`src/rtl/ps2_command_sender.sv`:
```
// PS/2 host-to-device command transmitter.
// Inhibits the bus, issues a start bit, shifts one command byte out on the
// device-generated clock (LSB first, odd parity, stop), checks the device
// ACK and waits for the bus to go idle. Pins are open-drain: the outputs
// only ever request a pull-low, and the top level tri-states otherwise.
module ps2_command_sender #(
  parameter int unsigned INHIBIT_CYCLES = 6000,
  parameter int unsigned TIMEOUT_CYCLES = 1000000
) (
  input  logic       clk,
  input  logic       resetn,
  input  logic       send,
  input  logic [7:0] tx_byte,
  input  logic       PS2_CLK,
  input  logic       PS2_DAT,
  output logic       ps2_clk_drive_low,
  output logic       ps2_dat_drive_low,
  output logic       busy,
  output logic       done,
  output logic       error
);

  localparam int unsigned INH_W = (INHIBIT_CYCLES > 1) ? $clog2(INHIBIT_CYCLES) : 1;
  localparam int unsigned TO_W  = (TIMEOUT_CYCLES > 1) ? $clog2(TIMEOUT_CYCLES) : 1;
  localparam logic [INH_W-1:0] INH_LAST = INH_W'(INHIBIT_CYCLES - 1);
  localparam logic [TO_W-1:0]  TO_LAST  = TO_W'(TIMEOUT_CYCLES - 1);

  typedef enum logic [2:0] {
    S_IDLE,
    S_INHIBIT,
    S_START,
    S_XMIT,
    S_ACK,
    S_WAIT_IDLE
  } state_t;

  state_t           state;
  logic             clk_meta, clk_sync, clk_prev;
  logic             dat_meta, dat_sync;
  logic             fe;
  logic [9:0]       shift;
  logic [3:0]       nbits;
  logic [INH_W-1:0] inh_cnt;
  logic [TO_W-1:0]  to_cnt;

  // Two-stage synchronizers for both pins plus the previous clock sample.
  // They reset to 1 (idle bus) so no falling edge is seen leaving reset.
  always_ff @(posedge clk) begin
    if (!resetn) begin
      clk_meta <= 1'b1;
      clk_sync <= 1'b1;
      clk_prev <= 1'b1;
      dat_meta <= 1'b1;
      dat_sync <= 1'b1;
    end else begin
      clk_meta <= PS2_CLK;
      clk_sync <= clk_meta;
      clk_prev <= clk_sync;
      dat_meta <= PS2_DAT;
      dat_sync <= dat_meta;
    end
  end

  // Device clock falling edge, one cycle wide.
  always_comb begin
    fe = clk_prev & ~clk_sync;
  end

  // Transmit sequencer with registered pin drives and status pulses.
  // The start bit stays on the data line through XMIT until the first
  // device falling edge replaces it with bit 0.
  always_ff @(posedge clk) begin
    if (!resetn) begin
      state             <= S_IDLE;
      ps2_clk_drive_low <= 1'b0;
      ps2_dat_drive_low <= 1'b0;
      busy              <= 1'b0;
      done              <= 1'b0;
      error             <= 1'b0;
      shift             <= '0;
      nbits             <= '0;
      inh_cnt           <= '0;
      to_cnt            <= '0;
    end else begin
      done  <= 1'b0;
      error <= 1'b0;
      unique case (state)
        S_IDLE: begin
          ps2_clk_drive_low <= 1'b0;
          ps2_dat_drive_low <= 1'b0;
          busy              <= 1'b0;
          if (send) begin
            shift             <= {1'b1, ~^tx_byte, tx_byte};
            nbits             <= '0;
            inh_cnt           <= '0;
            busy              <= 1'b1;
            ps2_clk_drive_low <= 1'b1;
            state             <= S_INHIBIT;
          end
        end

        S_INHIBIT: begin
          if (inh_cnt == INH_LAST) begin
            ps2_dat_drive_low <= 1'b1;
            state             <= S_START;
          end else begin
            inh_cnt <= inh_cnt + 1'b1;
          end
        end

        S_START: begin
          ps2_clk_drive_low <= 1'b0;
          to_cnt            <= '0;
          state             <= S_XMIT;
        end

        S_XMIT: begin
          if (fe) begin
            ps2_dat_drive_low <= ~shift[nbits];
            nbits             <= nbits + 1'b1;
            to_cnt            <= '0;
            if (nbits == 4'd9) begin
              state <= S_ACK;
            end
          end else if (to_cnt == TO_LAST) begin
            ps2_clk_drive_low <= 1'b0;
            ps2_dat_drive_low <= 1'b0;
            busy              <= 1'b0;
            error             <= 1'b1;
            state             <= S_IDLE;
          end else begin
            to_cnt <= to_cnt + 1'b1;
          end
        end

        S_ACK: begin
          if (fe) begin
            to_cnt <= '0;
            if (dat_sync) begin
              ps2_clk_drive_low <= 1'b0;
              ps2_dat_drive_low <= 1'b0;
              busy              <= 1'b0;
              error             <= 1'b1;
              state             <= S_IDLE;
            end else begin
              state <= S_WAIT_IDLE;
            end
          end else if (to_cnt == TO_LAST) begin
            ps2_clk_drive_low <= 1'b0;
            ps2_dat_drive_low <= 1'b0;
            busy              <= 1'b0;
            error             <= 1'b1;
            state             <= S_IDLE;
          end else begin
            to_cnt <= to_cnt + 1'b1;
          end
        end

        S_WAIT_IDLE: begin
          if (clk_sync && dat_sync) begin
            busy  <= 1'b0;
            done  <= 1'b1;
            state <= S_IDLE;
          end else if (to_cnt == TO_LAST) begin
            ps2_clk_drive_low <= 1'b0;
            ps2_dat_drive_low <= 1'b0;
            busy              <= 1'b0;
            error             <= 1'b1;
            state             <= S_IDLE;
          end else begin
            to_cnt <= to_cnt + 1'b1;
          end
        end

        default: begin
          ps2_clk_drive_low <= 1'b0;
          ps2_dat_drive_low <= 1'b0;
          busy              <= 1'b0;
          state             <= S_IDLE;
        end
      endcase
    end
  end

endmodule

```
`config.mk`:
```
export PLATFORM = sky130hd
export DESIGN_NAME = ps2_command_sender
export DESIGN_NICKNAME = d
export VERILOG_FILES = /design/src/rtl/ps2_command_sender.sv
export SDC_FILE = /design/constraint.sdc
export NUM_CORES = 1
export LEC_CHECK = 0
export ABC_CLOCK_PERIOD_IN_PS = 4000
export BUFFER_PORTS_ARGS = -buffer_cell sky130_fd_sc_hd__buf_4
export CAP_MARGIN = 15
export CORE_MARGIN = 5
export CORE_UTILIZATION = 50
export DETAILED_ROUTE_END_ITERATION = 6
export PLACE_DENSITY = 0.69
export SYNTH_ARGS = -nofsm -noshare
export SYNTH_HDL_FRONTEND = slang
export SYNTH_SLANG_ARGS = --single-unit
export TNS_END_PERCENT = 50
```
`constraint.sdc`:
```
create_clock -name clk -period 4 [get_ports clk]
set_input_delay 0.8 -clock clk [delete_from_list [all_inputs] [get_ports clk]]
set_output_delay 0.8 -clock clk [all_outputs]
set_load 0.005 [all_outputs]
```
* After elaboration in Yosys (flattened, before gate mapping)
Cells that the tools add are included.
** Cells by class
- Bitwise gates (word level) :: 6
- Equal/unequal tests :: 16
- Magnitude comparators :: 1
- Mux-type cells :: 46
- $add $sub $neg :: 3
- Reduce and logical (&&, ||, !) cells :: 17
** Operators with widths (count)
- 2-to-1 mux 20 bit :: 3
- one-hot mux 20 bit (3 select lines) :: 1
- 2-to-1 mux 13 bit :: 2
- one-hot mux 13 bit (2 select lines) :: 1
- 2-to-1 mux 3 bit :: 8
- 2-to-1 mux 1 bit :: 22
- adder 20 x 1 -> 20 bit, second input constant :: 1
- equality test 20 bit, second input constant :: 1
- one-hot mux 3 bit (6 select lines) :: 1
- one-hot mux 1 bit (5 select lines) :: 3
- adder 13 x 1 -> 13 bit, second input constant :: 1
- equality test 13 bit, second input constant :: 1
- != test 2 bit, second input constant :: 6
- AND reduction 3 bit :: 4
- 2-to-1 mux 4 bit :: 2
- one-hot mux 4 bit (2 select lines) :: 1
- AND reduction 4 bit :: 2
- XNOR reduction 8 bit :: 1
- equality test 3 x 2 -> 1 bit, second input constant :: 2
- equality test 3 bit, second input constant :: 2
- != test 3 bit, second input constant :: 2
- AND reduction 2 bit :: 3
- less-than comparator 4 x 5 -> 1 bit, second input constant :: 1
- inverter 1 bit :: 5
- other kinds (11) :: 13
** Storage, ports and cells
- Output and inout port bits :: 5
- Flip-flop bits (word level) :: 60
- Word-level logic and storage cells :: 104

* Longest topological paths before layout
Gate-level depths: netlist of the first run.
- Depth after elaboration :: 5
- Gate-level depth with buffers :: 8
- Gate-level depth less buffers :: 6

* Worst setup path before layout of the first run
Ideal clock, no wire load.
- Path kind :: register -> register
- Start :: register to_cnt[0]
- End :: register to_cnt[12]
- Setup slack :: 2.069 ns
- Cell stages (with the launch flop) :: 9
- Library setup time :: 0.070 ns
- Path buffers :: 2
- Data required time :: 3.930 ns
- Data arrival time :: 1.861 ns
- Path through :: dfxtp_1 ha_1 and4_1 buf_2 nand2_1 or2_2 buf_2 or3b_2 a21oi_1
** Between the ends
- Word-level cells in the longest chain between the ends :: 4
- Elaborated cells between the ends (all ways) :: 6
** Ends and longest elaborated chain
- from (decl) :: RTL line 44 : logic [TO_W-1:0] to_cnt;
- from (signal assigned) :: RTL line 132 : to_cnt <= to_cnt + 1'b1;
- from (signal assigned) :: RTL line 155 : to_cnt <= to_cnt + 1'b1;
- from (signal assigned) :: RTL line 171 : to_cnt <= to_cnt + 1'b1;
- adder 20 x 1 -> 20 bit / equality test 20 bit (equally long branches)
- 2-to-1 mux 20 bit (*) :: RTL line 125, 148, 164
- 2-to-1 mux 20 bit (on tied branches) :: RTL line 160, 118
- one-hot mux 20 bit (3 select lines) (*) :: RTL line 87 : unique case (state)
Every way passes the cells marked *; elsewhere a longest branch is shown, timed or not. The select of a mux whose other input is x is not followed.
A chain may end at the register's enable or synchronous reset.

* Final worst setup path of the first run
- Start :: register state[2]
- End :: register to_cnt[5]
** Between the ends
- Word-level cells in the longest chain between the ends :: 4
- Elaborated cells between the ends (all ways) :: 9
** Ends and longest elaborated chain
- from (decl) :: RTL line 37 : state_t state;
- from (signal assigned) :: RTL line 74 : state <= S_IDLE;
- from (signal assigned) :: RTL line 98 : state <= S_INHIBIT;
- from (signal assigned) :: RTL line 105 : state <= S_START;
- equality test 3 bit / equality test 3 x 2 -> 1 bit (equally long branches) :: RTL line 87
- OR reduction 2 bit (no line)
- nonzero test 3 bit (no line)
- AND reduction 2 bit (no line)
Parallel ways exist; a longest one is shown, timed or not.

==> impl_metrics.py, run 1 <==
metrics = {
    "run_status": {
        "status": "finished clean",
    },
    "global_route": {
        "grt_util_all_layers_pct": 18.5,
        "grt_overflow": 0,
        "grt_pass1_vias": 2534,
        "grt_max_degree": 40,
        "grt_pass1_wl_um": 11600,
        "antenna_found_initial": 0,
    },
    "placement": {
        "place_ws_ns": 1.65,
        "numPortBuffers": 17,
        "gp_congestion": 0.849,
        "hpwl_um": 4830,
        "post_dp_cell_area_sq_um": 3330,
        "dp.cells": 469,
    },
    "hold_path": {
        "whs_path_depth": 1,
        "min_from": "dat_meta",
        "hold_end": "dat_sync",
        "hold_class": "flip-flop to flip-flop",
    },
    "clocking": {
        "numClockSinks": 60,
        "cts_tree": "built",
        "clockRootBuffer": "clkbuf_8",
        "post_cts_buffers": 0,
        "hold_buffers": 0,
        "clk_latency_ns": 0.34,
        "numCtsBuffers": 9,
        "clk_path_buf_depth": 2,
        "clk_pin_slew_worst_paths_ns": 0.07,
        "htreeDepth": 3,
        "cts_resized": 0,
    },
    "routing": {
        "drc": 0,
        "drt_iter0_drc": 129,
        "num_vias": 2818,
        "ant_nets": 0,
        "wl_per_cell_um": 14.2,
        "via_per_inst": 5.81,
        "firstDrtPassIters": 4,
        "wl_um": 6900,
    },
    "synthesis": {
        "yosys_register_bits": 60,
        "synth_common_cells": "dfxtp_1 (60), nand2_1 (51), nor2_1 (32)",
        "syn_area_sq_um": 3170,
        "synth_edf_count": 0,
        "yosysSeqAreaShare_pct": 37.9,
        "synthMostInstantiatedCell": "dfxtp_1",
        "synth_ff_type": "dfxtp_1",
        "synth_cell_types": 52,
        "yosys.area.top_type": "dfxtp_1",
        "yosys.area.top_type_share_pct": 37.9,
        "synthArstFlopShare_pct": 0,
        "syn-mean-instance-area_sq_um": 8.05,
        "synth_area_leaders": "dfxtp_1 (38%), nand2_1 (6.0%), xnor2_1 (4.7%)",
        "netlist_instances": 394,
        "syn_nets": 411,
        "synth_warnings": 0,
    },
    "power": {
        "p_leak_nw": 1.22,
        "peakVddDrop_mv": 0.275,
        "p_per_area_nw_per_um2": 485,
    },
    "timing": {
        "fin_setup_tns_ns": 0,
        "finalHoldViolCount": 0,
        "fmax_ghz": 0.411,
        "min_period_over_period_pct": 60.8,
        "tightest_slew_ns": 0.719,
        "rsz0062_at_grt": "false",
        "timing.final.crit_period_ns": 2.43,
        "fin_worst_skew_ns": 0.00821,
        "fin_ws_ns": 1.57,
        "slew_headroom_pct": 52.0,
        "setup_viol": 0,
        "drv_slew": 0,
    },
    "floorplanning": {
        "die_h_um": 89.6,
        "placementRows": 29,
        "initial_core_util_pct": 50.5,
        "dieWidth_um": 89.6,
        "die_area_sq_um": 8040,
        "ios": 18,
        "core-area_sq_um": 6280,
    },
    "final_layout": {
        "final_area_sq_um": 3540,
        "seq_area_sq_um": 1200,
        "fin_cells": 485,
        "nFillCells": 596,
        "drive_gt1_share_pct": 11.3,
        "multiInputGateArea_sq_um": 1850,
        "fin_nets": 420,
        "utilization_pct": 56.5,
        "syn2layout_area_growth_pct": 11.8,
        "antenna_cells": 0,
    },
    "critical_path": {
        "r2r_end": "to_cnt[5]",
        "r2r_setup_slack_ns": 1.57,
        "crit_fanout": 19,
        "end_kind": "flip-flop",
        "path_class": "flip-flop to flip-flop",
        "reg2regPathDepth": 5,
        "r2r_start": "state[2]",
        "worstSetupStartpointType": "flip-flop",
        "cp.required_ns": 4.27,
        "cp.arrival_ns": 2.70,
    },
    "run": {
        "maxCapViolCount": 0,
    },
}
-- layer usage --
layer | part of all wire, % | vias to the layer above | global-route usage, %
met5 | 0 | - | 0
met4 | 1.6 | 0 | 7.85
met3 | 3.4 | 8 | 3.65
met2 | 47 | 54 | 29.7
met1 | 48 | 1326 | 24.0
li1 | - | 1430 | -
-- cells in the final DEF (no fill, tap or decap), types with 2 or more instances in the layout --
cell type,instances
o21a_1,2
nor2b_1,5
or2_2,3
dfxtp_1,60
xor2_1,11
o311ai_0,2
o21ai_1,2
o21ai_2,2
and2_1,6
a31oi_1,3
o21ai_0,24
clkinv_2,3
ha_1,4
o211ai_1,5
o2111ai_1,2
o31ai_1,3
nor2_1,32
xnor2_1,17
nor4b_1,4
inv_1,9
nor3_1,9
clkbuf_8,10
nand2_1,51
nand4_1,7
and4_1,4
a21boi_0,10
bufinv_16,2
nand2b_1,8
buf_4,20
nand4b_1,2
or3_1,7
nand3_1,22
a21oi_1,21
and3_1,9
a2111oi_0,5
nor4_1,3
-- metrics by stage --
step                      power, mW  hold WS [ns]
after detailed placement       1.12         0.399
after CTS                      1.73         0.418
after global routing           1.82         0.421
after floorplan                1.01         0.386
final                          1.72         0.410
after global placement         1.12         0.390
-- power breakdown --
part	internal, mW	switching (mW)	leakage [nW]
logic	0.154	0.235	0.622
clock network	0.365	0.240	0.113
registers	0.650	0.0750	0.487
-- flip-flops by register name, summed over array words and instances, names as in the netlist, 3 cells and up --
signal	cells
state	3
shift	10
nbits	4
to_cnt	20
inh_cnt	13
-- cell type report --
class / instances / area share [%]
Tap cell: 77 / 2.72
Timing Repair Buffer: 20 / 4.24
Sequential cell: 60 / 33.9
Inverter: 9 / 0.953
Clock inverter: 5 / 2.12
Multi-Input combinational cell: 303 / 52.1
Clock buffer: 11 / 3.99
-- logic make-up (layout without fill, tap and decap cells) --
logic type	count (synthesis)	count (layout)	synth area share (%)
compound gates	90	90	18.4
xor+xnor	28	28	7.73
fa+ha+maj	4	4	1.58
buf+inv	31	45	4.10
flops	60	60	37.9
mux	2	2	1.03
simple gates	179	179	29.3
-- worst max path at each step --
stage,endpoint,from,slack [ns]
finish,to_cnt[5],state[2],1.57
global route,to_cnt[5],state[2],1.36
CTS,to_cnt[5],state[2],1.63
detailed placement,to_cnt[5],state[2],1.65
global placement,to_cnt[5],state[2],1.74
floorplan,to_cnt[12],to_cnt[0],2.07
-- critical path, cell delays in order (launching register included) --
cell and delay, ns:
dfxtp_1 0.72, nand2b_1 0.35, o21ai_2 0.48, o21ai_2 0.22, or4_1 0.44, a21oi_1 0.15
Note: power is estimated with default switching activity, not from simulation.
==> inputs of run 2 (changes only) <==
ABC_CLOCK_PERIOD_IN_PS = 2300   (was 4000)
clock period = 2.3 ns   (was 4 ns; I/O delays follow)
==> run 2 against run 1 <==
Compared with the run above: clock skew fell by 0.0016 ns; cell count is 2.9% higher; critical path depth rose by 1; worst setup slack worse by 1.4 ns; largest power group unchanged; critical endpoint is now ps2_dat_drive_low; first-iteration DRC count up 15%; clock-buffer cell count increased by 3; combinational power is 92% higher; maximum frequency rose by 17%; power rose by 68%.
==> impl_metrics.py, run 2 (synthesized netlist as in run 1, its figures left out) <==
metrics = {
    "clocking": {
        "clk_latency_ns": 0.33,
        "htreeDepth": 3,
        "cts_tree": "built",
        "cts_resized": 0,
        "clk_path_buf_depth": 2,
        "clockRootBuffer": "clkbuf_8",
        "numClockSinks": 60,
        "clk_pin_slew_worst_paths_ns": 0.07,
        "hold_buffers": 0,
        "post_cts_buffers": 0,
        "numCtsBuffers": 9,
    },
    "floorplanning": {
        "core-area_sq_um": 6280,
        "die_h_um": 89.6,
        "initial_core_util_pct": 50.5,
        "ios": 18,
        "placementRows": 29,
        "die_area_sq_um": 8040,
        "dieWidth_um": 89.6,
    },
    "critical_path": {
        "cpPeakStageDelay_ns": 0.55,
        "end_kind": "flip-flop",
        "crit_fanout": 8,
        "cp.required_ns": 2.52,
        "worstSetupStartpointType": "flip-flop",
        "path_class": "flip-flop to flip-flop",
        "cp.arrival_ns": 2.31,
        "critical_path_buf_inv_count": 1,
        "path_cells": "or4b_1 > o41ai_2 > buf_4 > nand2_1 > o211ai_1 > o21ai_1",
        "cpLargestDelayFamily": "compound AO/OA/AOI/OAI gates",
        "crit_slowest_cell": "o41ai_2",
    },
    "placement": {
        "numPortBuffers": 17,
        "gp_congestion": 0.884,
        "hpwl_um": 5010,
        "place_ws_ns": 0.215,
    },
    "routing": {
        "wl_um": 7110,
        "top_layer": "met4",
        "wl_per_cell_um": 14.2,
        "ant_nets": 0,
        "drt_iter0_drc": 148,
        "wl_met1_um": 3430,
        "via_per_inst": 5.70,
        "drc": 0,
        "met2WireLength_um": 3280,
        "num_vias": 2842,
        "firstDrtPassIters": 5,
        "wl_met3_um": 322,
    },
    "final_layout": {
        "largest_register_ffs": 20,
        "top_register": "to_cnt",
        "nFillCells": 589,
        "most-common-layout-cells": "dfxtp_1 (60), nand2_1 (51), buf_4 (35)",
        "syn2layout_area_growth_pct": 14.4,
        "layout_commonest_cell": "dfxtp_1",
        "utilization_pct": 57.8,
        "antenna_cells": 0,
        "reg_top3": "to_cnt x20, inh_cnt x13, shift x10",
        "fin_nets": 435,
        "drive_gt1_share_pct": 14.2,
    },
    "power": {
        "peakVddDrop_mv": 0.567,
        "p_per_area_nw_per_um2": 793,
        "clkPwrFrac_pct": 31.3,
        "seqPwrFrac_pct": 42.8,
        "p_int_mw": 1.94,
        "net-switching-power_uw": 937,
        "swShare_pct": 32.6,
        "p_leak_nw": 1.28,
        "p_comb_share_pct": 25.9,
    },
    "global_route": {
        "grt_overflow": 0,
        "grt_pass1_vias": 2636,
        "grt_max_degree": 29,
        "grt_pass1_wl_um": 12500,
        "grt_util_all_layers_pct": 19.8,
        "antenna_found_initial": 0,
    },
    "timing": {
        "fin_worst_skew_ns": 0.00665,
        "finalHoldViolCount": 0,
        "fin_setup_tns_ns": 0,
        "setup_viol": 0,
        "drv_slew": 0,
        "fin_ws_ns": 0.214,
        "rsz0062_at_grt": "false",
        "slew_headroom_pct": 58.3,
        "fmax_ghz": 0.479,
        "tightest_slew_ns": 0.625,
        "min_period_over_period_pct": 90.7,
        "timing.final.crit_period_ns": 2.09,
    },
    "run_status": {
        "status": "finished clean",
    },
    "run": {
        "maxCapViolCount": 0,
    },
    "hold_path": {
        "hold_class": "input port to flip-flop",
    },
}
==> run 2: cell count changes in the layout (fill, tap and decap cells not counted) <==
cell,change
buf_4,+15
bufinv_16,-2
clkinv_2,-2
clkbuf_8,+3
==> run 2: per-layer routing <==
| layer | track usage (%) | vias to the layer above |
|---|---|---|
| li1 | - | 1453 |
| met4 | 6.50 | 0 |
| met3 | 4.20 | 9 |
| met5 | 0 | - |
| met1 | 27.9 | 1314 |
| met2 | 30.2 | 66 |
==> run 2: area by class of cell <==
cell class | count | area [sq um] | area share (%)
multi-input combinational | 303 | 1850 | 50.9
sequential | 60 | 1200 | 33.1
timing repair buffer | 35 | 263 | 7.24
clock buffer | 14 | 183 | 5.03
tap | 77 | 96.3 | 2.66
inverter | 9 | 33.8 | 0.931
clock inverter | 1 | 5.00 | 0.138
==> run 2: power groups by stage <==
stage / combinational (mW) / sequential, mW / clock [mW]
after global routing: 0.853 / 1.24 / 0.986
after global placement: 0.733 / 1.25 / 0
after CTS: 0.747 / 1.23 / 0.928
after floorplan: 0.545 / 1.21 / 0
final: 0.746 / 1.23 / 0.901
after detailed placement: 0.742 / 1.25 / 0
==> run 2: path summary, 6_finish.rpt <==
path	from	endpoint	slack [ns]	cells after the start
max	inh_cnt[4]	ps2_dat_drive_low	0.21	6
min	PS2_CLK	clk_meta	0.30	2
min reg2reg	dat_meta	dat_sync	0.41	1
max reg2reg	inh_cnt[4]	ps2_dat_drive_low	0.21	6
==> run 2: stage by stage <==
step	area, sq um	hold slack (ns)	std cells	total power, mW
final	3630	0.304	499	2.88
after global routing	3630	0.306	499	3.08
after CTS	3630	0.293	499	2.91
after detailed placement	3440	0.401	484	2.00
after global placement	3440	0.388	484	1.98
after floorplan	3170	0.386	394	1.76
==> run 2: worst register-to-register path: cells and delay by family, from the launching register on <==
| kind | cells | cell delay (ns) |
|---|---|---|
| buf+inv | 1 | 0.25 |
| compound gates | 3 | 0.80 |
| simple gates | 2 | 0.59 |
| flops | 1 | 0.33 |
==> inputs of run 3 (changes only) <==
RECOVER_POWER = 25   (was not set)
==> run 3 against run 2 <==
Compared with the run above: sequential power is essentially flat; register-to-register slack about the same; worst hold slack got worse by 0.0068 ns; final area down 0.48%; die area did not move; sequential share of layout area rose by 0.16 points; clock skew is 0.0021 ns higher; non-clock buffer count unchanged; cell count is the same; combinational power decreased by 0.8%; flip-flop and latch count unchanged; global-route usage unchanged.
==> impl_metrics.py, run 3 (synthesized netlist as in run 1, its figures left out) <==
metrics = {
    "run_status": {
        "status": "finished clean",
    },
    "timing": {
        "slew_headroom_pct": 56.9,
        "timing.final.crit_period_ns": 2.08,
        "rsz0062_at_grt": "false",
        "drv_slew": 0,
        "finalHoldViolCount": 0,
        "fin_setup_tns_ns": 0,
        "tightest_slew_ns": 0.637,
        "fin_worst_skew_ns": 0.00873,
        "setup_viol": 0,
        "fmax_ghz": 0.480,
        "min_period_over_period_pct": 90.5,
    },
    "final_layout": {
        "largest_register_ffs": 20,
        "seq_area_sq_um": 1200,
        "syn2layout_area_growth_pct": 13.8,
        "nFillCells": 588,
        "fin_cells": 499,
        "most-common-layout-cells": "dfxtp_1 (60), nand2_1 (51), nor2_1 (32)",
        "layout_commonest_cell": "dfxtp_1",
        "fin_nets": 435,
        "drive_gt1_share_pct": 13.3,
        "top_register": "to_cnt",
        "antenna_cells": 0,
        "reg_top3": "to_cnt x20, inh_cnt x13, shift x10",
        "multiInputGateArea_sq_um": 1840,
    },
    "critical_path": {
        "cp.required_ns": 2.53,
        "cpPeakStageDelay_ns": 0.55,
        "path_class": "flip-flop to flip-flop",
        "crit_fanout": 8,
        "worstSetupStartpointType": "flip-flop",
        "cp.arrival_ns": 2.31,
        "crit_slowest_cell": "o41ai_2",
        "path_cells": "or4b_1 > o41ai_2 > buf_4 > nand2_1 > o211ai_1 > o21ai_1",
        "end_kind": "flip-flop",
    },
    "clocking": {
        "numCtsBuffers": 9,
        "clockRootBuffer": "clkbuf_8",
        "hold_buffers": 0,
        "cts_tree": "built",
        "clk_latency_ns": 0.34,
        "post_cts_buffers": 0,
        "numClockSinks": 60,
        "cts_resized": 0,
        "clk_pin_slew_worst_paths_ns": 0.07,
        "clk_path_buf_depth": 2,
        "htreeDepth": 3,
    },
    "placement": {
        "dp.cells": 484,
        "numPortBuffers": 17,
        "hpwl_um": 5010,
        "gp_congestion": 0.884,
    },
    "global_route": {
        "grt_pass1_vias": 2636,
        "grt.busiest_layer": "met2",
        "antenna_found_initial": 0,
        "use_met2_pct": 30.2,
        "grt_util_all_layers_pct": 19.8,
        "use_met3_pct": 4.20,
        "grt_max_degree": 29,
        "use_met1_pct": 27.9,
        "grt_overflow": 0,
        "grt_pass1_wl_um": 12500,
    },
    "routing": {
        "ant_nets": 0,
        "wl_per_cell_um": 14.2,
        "wl_um": 7090,
        "drt_iter0_drc": 124,
        "drc": 0,
        "firstDrtPassIters": 5,
        "num_vias": 2837,
        "via_per_inst": 5.69,
    },
    "floorplanning": {
        "placementRows": 29,
        "initial_core_util_pct": 50.5,
        "core-area_sq_um": 6280,
        "ios": 18,
        "dieWidth_um": 89.6,
        "die_area_sq_um": 8040,
        "die_h_um": 89.6,
    },
    "run": {
        "maxCapViolCount": 0,
    },
    "power": {
        "p_leak_nw": 1.27,
        "peakVddDrop_mv": 0.564,
        "p_per_area_nw_per_um2": 797,
    },
    "hold_path": {
        "hold_class": "input port to flip-flop",
    },
}
-- run 3: changes by cell type in the layout (fill, tap and decap cells not counted) --
| cell | change |
|---|---|
| buf_4 | -7 |
| nor4b_1 | +1 |
| nor4b_2 | -1 |
| clkbuf_1 | +3 |
| clkbuf_4 | +4 |
-- run 3: area by class of cell --
class                           instances  share of cell area [%]
Clock buffer                           14                    5.06
Clock inverter                          1                   0.139
Inverter                                9                   0.936
Multi-Input combinational cell        303                    51.0
Sequential cell                        60                    33.3
Tap cell                               77                    2.67
Timing Repair Buffer                   35                    6.96
-- run 3: worst max-delay path: cells and delay by family (launching register included) --
family	cells	cell delay, ns
DFF	1	0.33
AOI/OAI and AO/OA	3	0.80
buffers and inverters	1	0.25
and+or+nand+nor	2	0.59
-- run 3: power breakdown --
part           internal, mW  switching, mW
clock network         0.502          0.405
logic                 0.305          0.436
registers              1.13          0.101
-- run 3: per-layer routing --
metal / vias up / wire length, um
met2: 51 / 3340
met5: - / 0
met3: 7 / 307
met1: 1327 / 3340
met4: 0 / 99
li1: 1452 / -
-- run 3: metrics by stage --
step | util, % | area [sq um] | hold slack [ns] | setup WS (ns) | power (mW)
CTS | 57.8 | 3630 | 0.293 | 0.204 | 2.91
global placement | 54.8 | 3440 | 0.388 | 0.252 | 1.98
floorplan | - | 3170 | 0.386 | 0.369 | 1.76
detailed placement | 54.8 | 3440 | 0.401 | 0.215 | 2.00
finish | 57.5 | 3610 | 0.298 | 0.219 | 2.88
global route | 57.5 | 3610 | 0.306 | 0.000710 | 3.07
-- run 3: final timing paths --
kind / from / to / slack, ns / cells past startpoint
min: PS2_CLK / clk_meta / 0.30 / 2
max reg2reg: inh_cnt[4] / ps2_dat_drive_low / 0.22 / 6
max: inh_cnt[4] / ps2_dat_drive_low / 0.22 / 6
min reg2reg: clk_meta / clk_sync / 0.41 / 1
